`config.mk`:
```
export PLATFORM = sky130hd
export DESIGN_NAME = wbm_cmd_master
export DESIGN_NICKNAME = d
export VERILOG_FILES = /design/src/rtl/wbm_cmd_master.sv
export SDC_FILE = /design/constraint.sdc
export NUM_CORES = 1
export LEC_CHECK = 0
export CORE_ASPECT_RATIO = 0.5
export CORE_MARGIN = 5
export CORE_UTILIZATION = 39
export DETAILED_ROUTE_END_ITERATION = 16
export PLACE_DENSITY = 0.8
export REMOVE_ABC_BUFFERS = 1
export SETUP_SLACK_MARGIN = 0.15
export SLEW_MARGIN = 20
export SYNTH_ARGS = -nofsm -noshare
export SYNTH_HDL_FRONTEND = slang
export SYNTH_SLANG_ARGS = --single-unit
```
`constraint.sdc`:
```
create_clock -name wb_clk_i -period 1.6 [get_ports wb_clk_i]
set_input_delay 0.24 -clock wb_clk_i [delete_from_list [all_inputs] [get_ports wb_clk_i]]
set_output_delay 0.24 -clock wb_clk_i [all_outputs]
set_load 0.02 [all_outputs]
```
`src/rtl/wbm_cmd_master.sv`:
```
// wbm_cmd_master: Wishbone classic master running one bus cycle per valid/ready command.
// Define WBM_TIMEOUT_EN to compile in the abort of bus cycles that never see ack/err.
module wbm_cmd_master #(
  parameter int BUS_DATA_WIDTH = 32,
  parameter int BUS_ADDR_WIDTH = 8,
  parameter int TIMEOUT_CYCLES = 255,
  localparam int BYTE_ENABLES = BUS_DATA_WIDTH / 8
) (
  input  logic                      wb_clk_i,
  input  logic                      wb_rst_i,
  input  logic                      cmd_valid_i,
  output logic                      cmd_ready_o,
  input  logic                      cmd_we_i,
  input  logic [BUS_ADDR_WIDTH-1:0] cmd_adr_i,
  input  logic [BUS_DATA_WIDTH-1:0] cmd_dat_i,
  input  logic [BYTE_ENABLES-1:0]   cmd_sel_i,
  output logic                      rsp_valid_o,
  input  logic                      rsp_ready_i,
  output logic [BUS_DATA_WIDTH-1:0] rsp_dat_o,
  output logic [1:0]                rsp_status_o,
  output logic                      wbm_cyc_o,
  output logic                      wbm_stb_o,
  output logic                      wbm_we_o,
  output logic [BYTE_ENABLES-1:0]   wbm_sel_o,
  output logic [BUS_ADDR_WIDTH-1:0] wbm_adr_o,
  output logic [BUS_DATA_WIDTH-1:0] wbm_dat_o,
  input  logic [BUS_DATA_WIDTH-1:0] wbm_dat_i,
  input  logic                      wbm_ack_i,
  input  logic                      wbm_err_i,
  output logic [1:0]                dbg_state
);

  typedef enum logic [1:0] {
    IDLE = 2'd0,
    BUS  = 2'd1,
    RESP = 2'd2
  } state_t;

  localparam logic [1:0] ST_OK  = 2'b00;
  localparam logic [1:0] ST_ERR = 2'b01;
  localparam logic [1:0] ST_TMO = 2'b10;

  state_t state, state_next;
  logic   cmd_fire;
  logic   rsp_fire;
  logic   bus_end;
  logic   tmo_hit;

  // Handshake: a transfer happens on a rising edge where valid & ready are both high;
  // a response, once valid, holds its payload until that transfer.
  assign cmd_ready_o = wb_rst_i && (state == IDLE) && !wbm_ack_i && !wbm_err_i;
  assign cmd_fire    = cmd_valid_i && cmd_ready_o;
  assign rsp_valid_o = (state == RESP);
  assign rsp_fire    = rsp_valid_o && rsp_ready_i;
  assign bus_end     = (state == BUS) && (wbm_ack_i || wbm_err_i || tmo_hit);
  assign dbg_state   = state;

`ifdef WBM_TIMEOUT_EN
  localparam int CNT_W = $clog2(TIMEOUT_CYCLES + 1);
  logic [CNT_W-1:0] tmo_cnt;

  // tmo_cnt holds the number of BUS cycles already completed before the current edge.
  always_ff @(posedge wb_clk_i or negedge wb_rst_i) begin
    if (!wb_rst_i) begin
      tmo_cnt <= '0;
    end else if (cmd_fire) begin
      tmo_cnt <= '0;
    end else if ((state == BUS) && !tmo_hit) begin
      tmo_cnt <= tmo_cnt + CNT_W'(1);
    end
  end

  assign tmo_hit = (state == BUS) && (tmo_cnt == CNT_W'(TIMEOUT_CYCLES - 1));
`else
  logic unused_tmo;
  assign unused_tmo = ^TIMEOUT_CYCLES;
  assign tmo_hit    = 1'b0;
`endif

  always_ff @(posedge wb_clk_i or negedge wb_rst_i) begin
    if (!wb_rst_i) begin
      state <= IDLE;
    end else begin
      state <= state_next;
    end
  end

  always_comb begin
    state_next = state;
    case (state)
      IDLE:    if (cmd_fire) state_next = BUS;
      BUS:     if (bus_end)  state_next = RESP;
      RESP:    if (rsp_fire) state_next = IDLE;
      default: state_next = IDLE;
    endcase
  end

  // Bus signals are loaded once on accept and stay put for the whole cycle.
  always_ff @(posedge wb_clk_i or negedge wb_rst_i) begin
    if (!wb_rst_i) begin
      wbm_cyc_o    <= 1'b0;
      wbm_stb_o    <= 1'b0;
      wbm_we_o     <= 1'b0;
      wbm_sel_o    <= '0;
      wbm_adr_o    <= '0;
      wbm_dat_o    <= '0;
      rsp_dat_o    <= '0;
      rsp_status_o <= ST_OK;
    end else if (cmd_fire) begin
      wbm_cyc_o <= 1'b1;
      wbm_stb_o <= 1'b1;
      wbm_we_o  <= cmd_we_i;
      wbm_sel_o <= cmd_sel_i;
      wbm_adr_o <= cmd_adr_i;
      wbm_dat_o <= cmd_dat_i;
    end else if (bus_end) begin
      wbm_cyc_o    <= 1'b0;
      wbm_stb_o    <= 1'b0;
      rsp_status_o <= wbm_err_i ? ST_ERR : (wbm_ack_i ? ST_OK : ST_TMO);
      rsp_dat_o    <= (wbm_ack_i && !wbm_err_i && !wbm_we_o) ? wbm_dat_i : '0;
    end
  end

endmodule

```
# After elaboration in Yosys (flattened, before gate mapping)
# Index checks and enable logic that the tools add are counted.
totals:
  inputBits: 83
  word_cells: 39
  regBits: 82
  output_inout_bits: 85
op_classes:
  n_reduce_logical: 16
  n_mux: 9
  bitwise_logic: 1
  eq_ne: 5
ops:
  columns: ["operator", "n"]
  rows:
  - ["32-bit 2-to-1 mux", 1]
  - ["2-bit 2-to-1 mux", 5]
  - ["1-bit logical AND", 8]
  - ["2-bit case mux with 3 select lines", 1]
  - ["2-bit != test, second input constant", 2]
  - ["1-bit logical NOT", 3]
  - ["3-bit AND reduction", 1]
  - ["2-bit by 1-bit equality test with 1-bit output, second input constant", 1]
  - ["2-bit equality test, second input constant", 1]
  - ["2-bit logical NOT", 1]
  - ["1-bit 2-to-1 mux", 2]
  - ["2-bit by 1-bit != test with 1-bit output, second input constant", 1]
  - ["2-bit AND reduction", 1]
  - ["2-bit nonzero test", 1]
  - ["1-bit logical OR", 1]
  - ["1-bit inverter", 1]

# Longest topological paths before layout
# Gate-level depths: netlist of the first run.
depth:
  ltp_word: 7
  depth_mapped: 5
  depth_no_buf: 3

# Worst setup path after synthesis of the first run
# No wires, ideal clock.
synth_path:
  path_type: "register -> register"
  start: "register state[1] (netlist: dbg_state[1])"
  end: "register rsp_dat_o[11]"
  stages_incl_launch_ff: 6
  setup_slack_ns: 0.100
  arrival_ns: 1.379
  period_less_slack_ns: 1.500
  required_time_ns: 1.479
  setup_ns: 0.121
  cell_sequence: "dfrtp_1 -> nand2b_1 -> or2_1 -> buf_6 -> buf_6 -> a22o_1"
synth_between:
  elab_chain_len: 7
  elab_cells_between_ends: 9
  cone_classes: "1 x eq/ne; 1 x bitwise; 7 x reduce/logical"
synth_rtl:
  columns: ["element", "line_no", "rtl"]
  rows:
  - ["start, declared", "43", "state_t state, state_next;"]
  - ["start signal, assigned", "84", "state <= state_next;"]
  - ["2-bit logical NOT", "51", "assign cmd_ready_o = wb_rst_i && (state == IDLE) && !wbm_ack_i && !wbm_err_i;"]
  - ["1-bit logical AND (3 in a row)", "51", null]
  - ["1-bit logical AND", "52", "assign cmd_fire = cmd_valid_i && cmd_ready_o;"]
  - ["1-bit inverter (no line)", null, null]
  - ["2-bit AND reduction (no line) *", null, null]
  - ["end signal, assigned", "120", "rsp_dat_o <= (wbm_ack_i && !wbm_err_i && !wbm_we_o) ? wbm_dat_i : '0;"]
  - ["end, declared", "19", "output logic [BUS_DATA_WIDTH-1:0] rsp_dat_o,"]
# Every way passes the cells marked *; elsewhere a longest branch is shown, timed or not.
# A chain may end at the register's enable or synchronous reset.

# Worst setup path in the final report of the first run
layout_path:
  start: "register state[0] (netlist: dbg_state[0])"
  end: "register wbm_adr_o[1]"
layout_between:
  elab_chain_len: 5
layout_rtl:
  columns: ["element", "line_no", "rtl"]
  rows:
  - ["2-bit logical NOT", "51", null]
  - ["1-bit logical AND (3 in a row)", "51", null]
  - ["1-bit logical AND", "52", null]
  - ["end signal, assigned", "114", "wbm_adr_o <= cmd_adr_i;"]
  - ["end, declared", "25", "output logic [BUS_ADDR_WIDTH-1:0] wbm_adr_o,"]
# No other way between the ends.

==> results of run 1 <==
## routing by layer
layer  wire (um)  global-route usage  vias up
li1            -                   -     1048
met1        3400               0.197     1154
met2        5510               0.338       65
met3         381              0.0527       16
met4         189              0.0752        0
met5           0                   0        -
## final timing paths
check                                               to  cells after the start  slack (ns)                   startpoint
hold reg to reg            rsp_status_o[1]$_DFFE_PN0P_                      1        0.49  rsp_status_o[1]$_DFFE_PN0P_
max in group asynchronous     dbg_state[0]$_DFFE_PN0P_                      3        0.88                     wb_rst_i
setup / recovery              wbm_adr_o[1]$_DFFE_PN0P_                      5        0.16     dbg_state[0]$_DFFE_PN0P_
hold / removal               wbm_dat_o[31]$_DFFE_PN0P_                      2        0.07                     wb_rst_i
setup reg to reg              wbm_adr_o[1]$_DFFE_PN0P_                      5        0.16     dbg_state[0]$_DFFE_PN0P_
min in group wb_clk_i      rsp_status_o[1]$_DFFE_PN0P_                      1        0.49  rsp_status_o[1]$_DFFE_PN0P_
## logic make-up after synthesis
logic type | Yosys count | share of synthesized area
mux | 46 | 0.197
buf+inv | 15 | 0.0383
flops | 82 | 0.648
compound gates | 35 | 0.0948
simple gates | 9 | 0.0225
## power breakdown
group | internal [mW] | leakage (nW) | switching, mW
sequential | 2.52 | 1.04 | 0.253
clock | 1.32 | 0.152 | 0.757
combinational | 1.05 | 1.49 | 1.04
total | 4.89 | 2.68 | 2.05
## repair_timing
item                                    in CTS  in global routing
buffers inserted                             2                  1
endpoints found under the setup margin     163                 77
cloned                                       0                  2
pin swaps                                    0                  1
hold buffers                                 1                  0
endpoints found under the hold margin       24                  0
gates resized for setup                     95                  4
## registers in the layout, indices dropped and copies added (netlist names)
name and cells:
wbm_adr_o 8, wbm_dat_o 32, rsp_status_o 2, rsp_dat_o 32, dbg_state 2, wbm_we_o 1
wbm_stb_o 1, wbm_sel_o 4
## through the flow
step	worst slack, ns	std cells	cell area, um2	util
after floorplan	-1.76	174	3050	-
after global placement	-0.229	464	4970	0.626
after detailed placement	-0.224	464	4970	0.626
after CTS	0.124	482	5200	0.655
after global routing	0.0948	485	5270	0.663
final	0.156	485	5270	0.663
## final cells by class
type	instances	area, um2	share of cell area
Inverter	2	7.51	0.00142
Sequential cell	82	2050	0.390
Timing Repair Buffer	184	1760	0.333
Tap cell	112	140	0.0266
Clock inverter	2	35.0	0.00665
Multi-Input combinational cell	90	1010	0.191
Clock buffer	13	270	0.0513
## cell usage in the layout (no fill, tap or decap), types with 2 or more instances in the layout
cell type / n
nor2_2: 2
dlygate4sd2_1: 83
clkdlybuf4s50_1: 81
clkbuf_16: 11
inv_1: 2
dfrtp_1: 81
buf_6: 2
a22o_1: 32
buf_12: 2
mux2_4: 28
clkbuf_8: 3
buf_4: 12
mux2_2: 18
==> reports/metrics.yaml, run 1 <==
power_and_ir_drop:
  ir_drop_mv: 0.664
  power_density_nw_per_um2: 1320
  p_total_mw: 6.94
  p_leak_nw: 2.68
layout:
  area_growth_pct: 66.3
  layout.nets: 452
  diodes: 0
  drive_above_1_share: 0.228
  fill_cells: 604
synthesis:
  synth_seq_cells: 82
  yosys_warnings: 0
  ys_async_sr_fraction: 1.00
  ys_top_cells_by_area: "dfrtp_1, mux2_4, a22o_1"
  yosysTopAreaCellShare: 0.648
  synth_common_cells: "dfrtp_1, a22o_1, mux2_4"
  synth_edf_count: 0
  yosysMostFrequentCell: "dfrtp_1"
  syn_avg_cell_area_um2: 16.9
  yosysTopAreaCell: "dfrtp_1"
  synth_cell_type_count: 19
  synth_area_um2: 3170
  synth_flop_cell: "dfrtp_1"
  synth-seq-area-share: 0.648
  synth_cells: 187
worst_setup_path:
  crit_family: "flip-flops"
  cp-start-kind: "register"
  required_ns: 1.82
  worst-path-buf-inv: 2
  worstPathMaxFanout: 10
  endpoint_kind: "register"
  slowest_stage: "dfrtp_2"
  worstPathArrival_ns: 1.66
  critPathMaxStageDelay_ns: 0.43
  worstPathCellList: "nor2_2 -> nand4_1 -> buf_4 -> clkbuf_16 -> mux2_4"
  crit_type: "register to register"
floorplanning:
  io_pins: 168
  die_w_um: 137
  core-area_um2: 7940
  dieArea_um2: 10100
  rows: 23
  die_h_um: 73.7
  initial_core_util: 0.399
placement:
  gp_congestion: 0.775
  dp_hpwl_um: 6860
  io_buffer_count: 167
timing:
  min_period_over_period: 0.902
  clock-skew-final_ns: 0.00453
  fin_tns_setup_ns: 0
  finalHoldViolCount: 0
  worstMarginPinSlew_ns: 0.711
  maxSlewViolCount: 0
  slew_headroom: 0.526
  setup_viol: 0
  min_period_ns: 1.44
  hold_ws_ns: 0.0705
  rsz0062_at_grt: "yes"
  fmax_mhz: 693
grt:
  grt.total_usage: 0.182
  grt-ovfl-total: 0
  grt_pass1_vias: 2577
  grt_pass1_wl_um: 13800
  antenna_found_initial: 0
  grt_max_degree: 59
cts:
  cts-buffers-inserted: 9
  clk_path_buf_depth: 2
  insertion_delay_ns: 0.33
  root_buffer: "clkbuf_16"
  clock_sinks: 82
  clkTransAtPathRegs_ns: 0.06
  cts_tree: "yes"
  htree_levels: 3
drt:
  vias: 2283
  drc: 0
  drtIter0Drc: 97
  drt_pre_antenna_iters: 4
  wl_um: 9480
  via_per_inst: 4.71
  detail-route-antenna-nets: 0
  wl_per_cell_um: 19.6
job:
  cap_violations: 0
hold_path:
  hold_class: "primary input to asynchronous set/reset pin"
run_status:
  status: "completed"
(Power assumes the default switching activity.)
==> inputs of run 2 (changes only) <==
Settings changed: CTS_CLUSTER_SIZE from default to 30.
==> results of run 2 <==
Same layout as run 1: the final DEF is identical, and so are final timing and power.
==> edit 1: new RTL, config.mk and constraints of run 1 <==
The parameter `BUS_DATA_WIDTH` goes from 32 to 24.
--- a/src/rtl/wbm_cmd_master.sv
+++ b/src/rtl/wbm_cmd_master.sv
@@ -1,7 +1,7 @@
 // wbm_cmd_master: Wishbone classic master running one bus cycle per valid/ready command.
 // Define WBM_TIMEOUT_EN to compile in the abort of bus cycles that never see ack/err.
 module wbm_cmd_master #(
-  parameter int BUS_DATA_WIDTH = 32,
+  parameter int BUS_DATA_WIDTH = 24,
   parameter int BUS_ADDR_WIDTH = 8,
   parameter int TIMEOUT_CYCLES = 255,
   localparam int BYTE_ENABLES = BUS_DATA_WIDTH / 8
Interface: changed (6 resized); port bits go from 168 to 134. The function was not compared with the original's and may differ.
==> edit 1 against run 1 <==
Combinational power is 19% lower. Setup slack worse by 0.052 ns. Cell area is 17% lower. Global-route usage is 1.4 points higher. Power is 19% lower. Synthesized area is 21% lower. First-iteration DRC count is 1.0% higher. Fmax is 3.5% lower. Sequential cell count is 17 lower. Clock skew hardly changed. Routed wire length is 17% lower. Critical endpoint is now rsp_dat_o[14].
==> edit 1: results (changes against run 1) <==
[metrics] detailed router's first-iteration violation count: 98 (was 97)
[metrics] hpwl dp: 5220 um (was 6860 um)
[metrics] Crit-path slowest cell: dfrtp_1 (was dfrtp_2)
[metrics] fraction of final layout cells sized beyond drive strength 1: 25.2% (was 22.8%)
[metrics] pre-CTS setup slack: -0.231 ns (was -0.224 ns)
[metrics] path type of the worst min-delay path: in2async (unchanged)
[metrics] first-pass GRT wire length: 11900 um (was 13800 um)
[metrics] Nets: 370 (was 452)
[metrics] Async SR Flop Fraction: 100% (unchanged)
[metrics] Mean Syn Cell Area: 16.8 um2 (was 16.9 um2)
[metrics] flip-flop cell with the highest count after synthesis: dfrtp_1 (unchanged)
[metrics] uppermost routed layer: met4 (unchanged)
[metrics] Root Driver: clkbuf_16 (unchanged)
[metrics] worst relative slew slack: 51.1% (was 52.6%)
[metrics] TritonRoute pass-1 iters: 4 (unchanged)
[metrics] initial antenna violation count: 0 (unchanged)
[metrics] final wirelength: 7860 um (was 9480 um)
[metrics] Worst-Skew Late Latency: ~0.32 ns
[metrics] via density per instance: 4.85 (was 4.71)
[metrics] register area share after synthesis: 64.7% (was 64.8%)
[metrics] via count of the first global-routing pass: 2101 (was 2577)
[metrics] maximum fanout along the worst path: 24 (was 10)
[metrics] total vias in the final route: 1926 (was 2283)
[metrics] number of distinct standard cells referenced by the synthesized netlist: 20 (was 19)
[metrics] Max stage delay on crit path: 0.39 ns (was 0.43 ns)
[metrics] Antenna diodes: 0 (unchanged)
[metrics] wire length the detailed router placed on met1: 3180 um (was 3400 um)
[metrics] maximum number of pins on one net before global-route repair: 60 (was 59)
[metrics] setup skew after layout: 0.00474 ns (was 0.00453 ns)
[metrics] VDD IR-drop max: 0.000811 V (was 0.000664 V)
[metrics] biggest registers after layout: rsp_dat_o: 24 flops, wbm_dat_o: 24 flops, wbm_adr_o: 8 flops (was rsp_dat_o: 32 flops, wbm_dat_o: 32 flops, wbm_adr_o: 8 flops)
[metrics] number of buffers added on ports: 133 (was 167)
[metrics] Clock transition at path regs: ~0.050 ns
[metrics] standby leakage power: 2.21 nW (was 2.68 nW)
[metrics] synth top area cells: dfrtp_1 65%, mux2_4 11%, mux2_2 8.5% (was dfrtp_1 65%, mux2_4 13%, a22o_1 8.8%)
[metrics] routed length on met3: 293 um (was 381 um)
[metrics] count of synthesis-stage warnings from yosys: 0 (unchanged)
[metrics] aggregate global-route resource usage: 19.7% (was 18.2%)
[metrics] result of the run: finished clean (unchanged)
[metrics] met2 routed WL: 4150 um (was 5510 um)
[metrics] global placement routability congestion: 0.755 (was 0.775)
[metrics] number of clock buffers inserted by TritonCTS: 9 (unchanged)
[metrics] most used standard cells in the synthesized netlist: 65 x dfrtp_1, 24 x a22o_1, 19 x mux2_2, 18 x mux2_4, 5 x buf_6 (was 82 x dfrtp_1, 32 x a22o_1, 28 x mux2_4, 18 x mux2_2, 7 x buf_6)
## edit 1: final cells by class
class	instances	area, um2
clock buffer	13	260
clock inverter	3	15.0
tap	88	110
inverter	2	7.51
timing repair buffer	153	1530
sequential	65	1630
fill	450	1800
multi-input combinational	73	802
## edit 1: routing by layer
layer	track usage, %	vias to the layer above
li1	-	853
met1	22.3	998
met2	36.3	56
met3	5.09	19
met4	6.62	0
met5	0	-
## edit 1: logic make-up (layout without fill, tap and decap cells)
kind of cell	Yosys count	after routing	synth area share, %
AO/OA/AOI/OAI	27	27	9.16
buffers and inverters	12	171	3.73
flip-flops	65	65	64.7
multiplexers	37	37	19.3
AND/OR/NAND/NOR	9	9	3.14
## edit 1: path summary, 6_finish.rpt
path                            slack [ns]         endpoint       startpoint  depth (start not counted)
worst min register to register        0.49  rsp_status_o[1]  rsp_status_o[1]                          1
worst max register to register        0.10    rsp_dat_o[14]     dbg_state[1]                          6
worst min-delay path                  0.17    wbm_dat_o[19]         wb_rst_i                          2
min in group wb_clk_i                 0.40     dbg_state[0]        wbm_ack_i                          3
worst max-delay path                  0.10    rsp_dat_o[14]     dbg_state[1]                          6
max in group asynchronous             0.95     wbm_dat_o[2]         wb_rst_i                          2
## edit 1: what timing repair did
action / 4_1_cts / 5_1_grt
hold buffers: 1 / 0
cloned: 4 / 1
endpoints found under the setup margin: 111 / 48
setup buffers: 4 / 0
gates resized for setup: 82 / 7
pin swaps: 2 / 3
endpoints found under the hold margin: 6 / 0
## edit 1: critical path: cells and delay by family, from the launching register on
kind	cells	cell delay [ns]
AO/OA/AOI/OAI	1	0.17
buffers and inverters	3	0.48
flip-flops	1	0.39
AND/OR/NAND/NOR	2	0.39
## edit 1: through the flow
stage	hold WS [ns]	utilization [%]	cell area, um2	TNS (ns)
final	0.166	70.7	4350	0
after global routing	0.239	70.7	4350	0
after CTS	0.185	70.2	4320	0
after detailed placement	0.240	64.4	3960	-10.43
after global placement	0.229	64.4	3960	-9.43
after floorplan	-0.0556	-	2430	-47.71
## edit 1: report_power, final
part / internal (mW) / leakage [nW] / switching (mW) / total (mW)
clock network: 1.12 / 0.139 / 0.645 / 1.77
logic: 0.846 / 1.25 / 0.843 / 1.69
registers: 2.00 / 0.823 / 0.199 / 2.20
==> edit 2: new RTL, settings of run 1 <==
Made on the original files. Put one more register stage on the output `dbg_state`, with the module's reset. The value now appears one clock later. The other outputs are not delayed to match.
--- a/src/rtl/wbm_cmd_master.sv
+++ b/src/rtl/wbm_cmd_master.sv
@@ -53,7 +53,13 @@
   assign rsp_valid_o = (state == RESP);
   assign rsp_fire    = rsp_valid_o && rsp_ready_i;
   assign bus_end     = (state == BUS) && (wbm_ack_i || wbm_err_i || tmo_hit);
-  assign dbg_state   = state;
+  always_ff @(posedge wb_clk_i or negedge wb_rst_i) begin
+    if (!wb_rst_i) begin
+      dbg_state <= '0;
+    end else begin
+      dbg_state <= state;
+    end
+  end
 
 `ifdef WBM_TIMEOUT_EN
   localparam int CNT_W = $clog2(TIMEOUT_CYCLES + 1);
Function: changed (a bounded check fails within 4 cycles, from zero or initial values and one cycle with wb_rst_i low).
==> edit 2 against run 1 <==
Synthesized cell count increased by 1.1%. Synthesized area increased by 1.6%. Critical endpoint is now wbm_dat_o[14]. Power increased by 3.1%. Cell area increased by 2.3%. Clock skew about the same. Setup slack got worse by 0.013 ns. Sequential cell count increased by 2. Routed wire length increased by 2.7%.
==> edit 2: results (changes against run 1) <==
[metrics] Max stage delay on crit path: 0.46 ns (was 0.43 ns)
[metrics] Crit-path slowest cell: clkdlybuf4s50_1 (was dfrtp_2)
[metrics] Max Root-Sink Buffers: 2 (unchanged)
[metrics] synth top area cells: dfrtp_1 65%, mux2_4 13%, a22o_1 8.7% (was dfrtp_1 65%, mux2_4 13%, a22o_1 8.8%)
[metrics] Worst-Skew Late Latency: around 0.32 ns
[metrics] result of the run: finished clean (unchanged)
[metrics] biggest registers after layout: rsp_dat_o: 32 flops, wbm_dat_o: 32 flops, wbm_adr_o: 8 flops (unchanged)
[metrics] aggregate global-route resource usage: 18.5% (was 18.2%)
[metrics] hpwl dp: 6930 um (was 6860 um)
[metrics] initial antenna violation count: 1 (was 0)
[metrics] pre-CTS setup slack: -0.227 ns (was -0.224 ns)
[metrics] wire length per cell: 19.9 um (was 19.6 um)
[metrics] number of instances in the synthesized netlist: 189 (was 187)
[metrics] Maximum Capacitance Violations: 0 (unchanged)
[metrics] TritonRoute pass-1 iters: 4 (unchanged)
[metrics] Post-Place Cell Area: 0.00503 mm2 (was 0.00497 mm2)
[metrics] maximum number of pins on one net before global-route repair: 74 (was 59)
[metrics] path type of the worst min-delay path: in2async (unchanged)
[metrics] global placement routability congestion: 0.803 (was 0.775)
[metrics] Cell Int Power: 5.04 mW (was 4.89 mW)
[metrics] Root Driver: clkbuf_16 (unchanged)
[metrics] setup skew after layout: 0.00405 ns (was 0.00453 ns)
[metrics] worst relative slew slack: 39.7% (was 52.6%)
[metrics] detailed router's first-iteration violation count: 128 (was 97)
[metrics] maximum fanout along the worst path: 12 (was 10)
[metrics] fraction of final layout cells sized beyond drive strength 1: 23.4% (was 22.8%)
[metrics] arrival time of data at the critical path endpoint: 1.66 ns (about the same)
[metrics] most used standard cells in the synthesized netlist: 84 x dfrtp_1, 32 x a22o_1, 28 x mux2_4, 18 x mux2_2, 7 x buf_6 (was 82 x dfrtp_1, 32 x a22o_1, 28 x mux2_4, 18 x mux2_2, 7 x buf_6)
[metrics] standby leakage power: 2.72 nW (was 2.68 nW)
[metrics] # placed instances: 465 (was 464)
[metrics] register area share after synthesis: 65.3% (was 64.8%)
[metrics] CTS H-tree lvls: 3 (unchanged)
[metrics] via count of the first global-routing pass: 2621 (was 2577)
[metrics] VDD IR-drop max: 0.000750 V (was 0.000664 V)
[metrics] via density per instance: 4.81 (was 4.71)
[metrics] total vias in the final route: 2354 (was 2283)
[metrics] first-pass GRT wire length: 14600 um (was 13800 um)
[metrics] Nets: 454 (was 452)
[metrics] number of clock buffers inserted by TritonCTS: 9 (unchanged)
[metrics] number of distinct standard cells referenced by the synthesized netlist: 19 (unchanged)
## edit 2: cell types whose count changed after synthesis, sizes merged
cell / before / now
dfrtp: 82 / 84
## edit 2: stage by stage
stage	utilization [%]	TNS [ns]
final	67.1	0
after global routing	67.1	0
after CTS	66.2	0
after detailed placement	62.6	-9.68
after global placement	62.6	-8.11
after floorplan	-	-81.78
## edit 2: worst max-delay path, delay by kind of cell
family        cells  cell delay (ns)
buf+inv           3             0.80
mux               1             0.30
simple gates      2             0.31
## edit 2: area by class of cell
cell class,instances,area [um2]
well taps,112,140
clock buffers,10,239
inverters,2,7.51
flip-flops and latches,84,2100
repair buffers,184,1800
diodes,1,2.50
clock inverters,6,87.6
fillers,589,2640
multi-input cells,90,1010
## edit 2: power groups by stage
stage,clock network [mW],logic (mW),registers (mW)
after floorplan,0,0.532,3.39
after global placement,0,2.37,2.84
after detailed placement,0,2.43,2.86
after CTS,2.27,2.12,2.82
after global routing,2.38,2.21,2.88
final,2.22,2.11,2.82
## edit 2: what timing repair did
item	in CTS	in global routing
endpoints found under the hold margin	11	0
pin swaps	0	1
cloned	1	2
hold buffers	1	0
resized for setup	92	14
buffers inserted	3	0
endpoints found under the setup margin	162	63
## edit 2: cells by family after synthesis
family	after synthesis	synth area share, %
muxes	46	19.4
DFF	84	65.3
buffers and inverters	15	3.77
and+or+nand+nor	9	2.22
AOI/OAI and AO/OA	35	9.33
## edit 2: path summary, 6_finish.rpt
path | end | cells after the start | slack [ns] | startpoint
setup / recovery | wbm_dat_o[14] | 6 | 0.14 | wbm_err_i
hold reg to reg | rsp_status_o[1] | 1 | 0.49 | rsp_status_o[1]
hold / removal | wbm_dat_o[3] | 2 | 0.18 | wb_rst_i
setup reg to reg | wbm_dat_o[14] | 5 | 0.18 | state[0]
max in group asynchronous | rsp_dat_o[4] | 2 | 0.85 | wb_rst_i
min in group wb_clk_i | rsp_status_o[1] | 1 | 0.49 | rsp_status_o[1]
## edit 2: routing by layer
layer | wire length (um) | vias to the layer above | global-route usage, %
met5 | 0 | - | 0
met4 | 221 | 0 | 7.78
met3 | 308 | 19 | 4.56
met2 | 5550 | 59 | 35.2
met1 | 3660 | 1223 | 20.4
li1 | - | 1053 | -
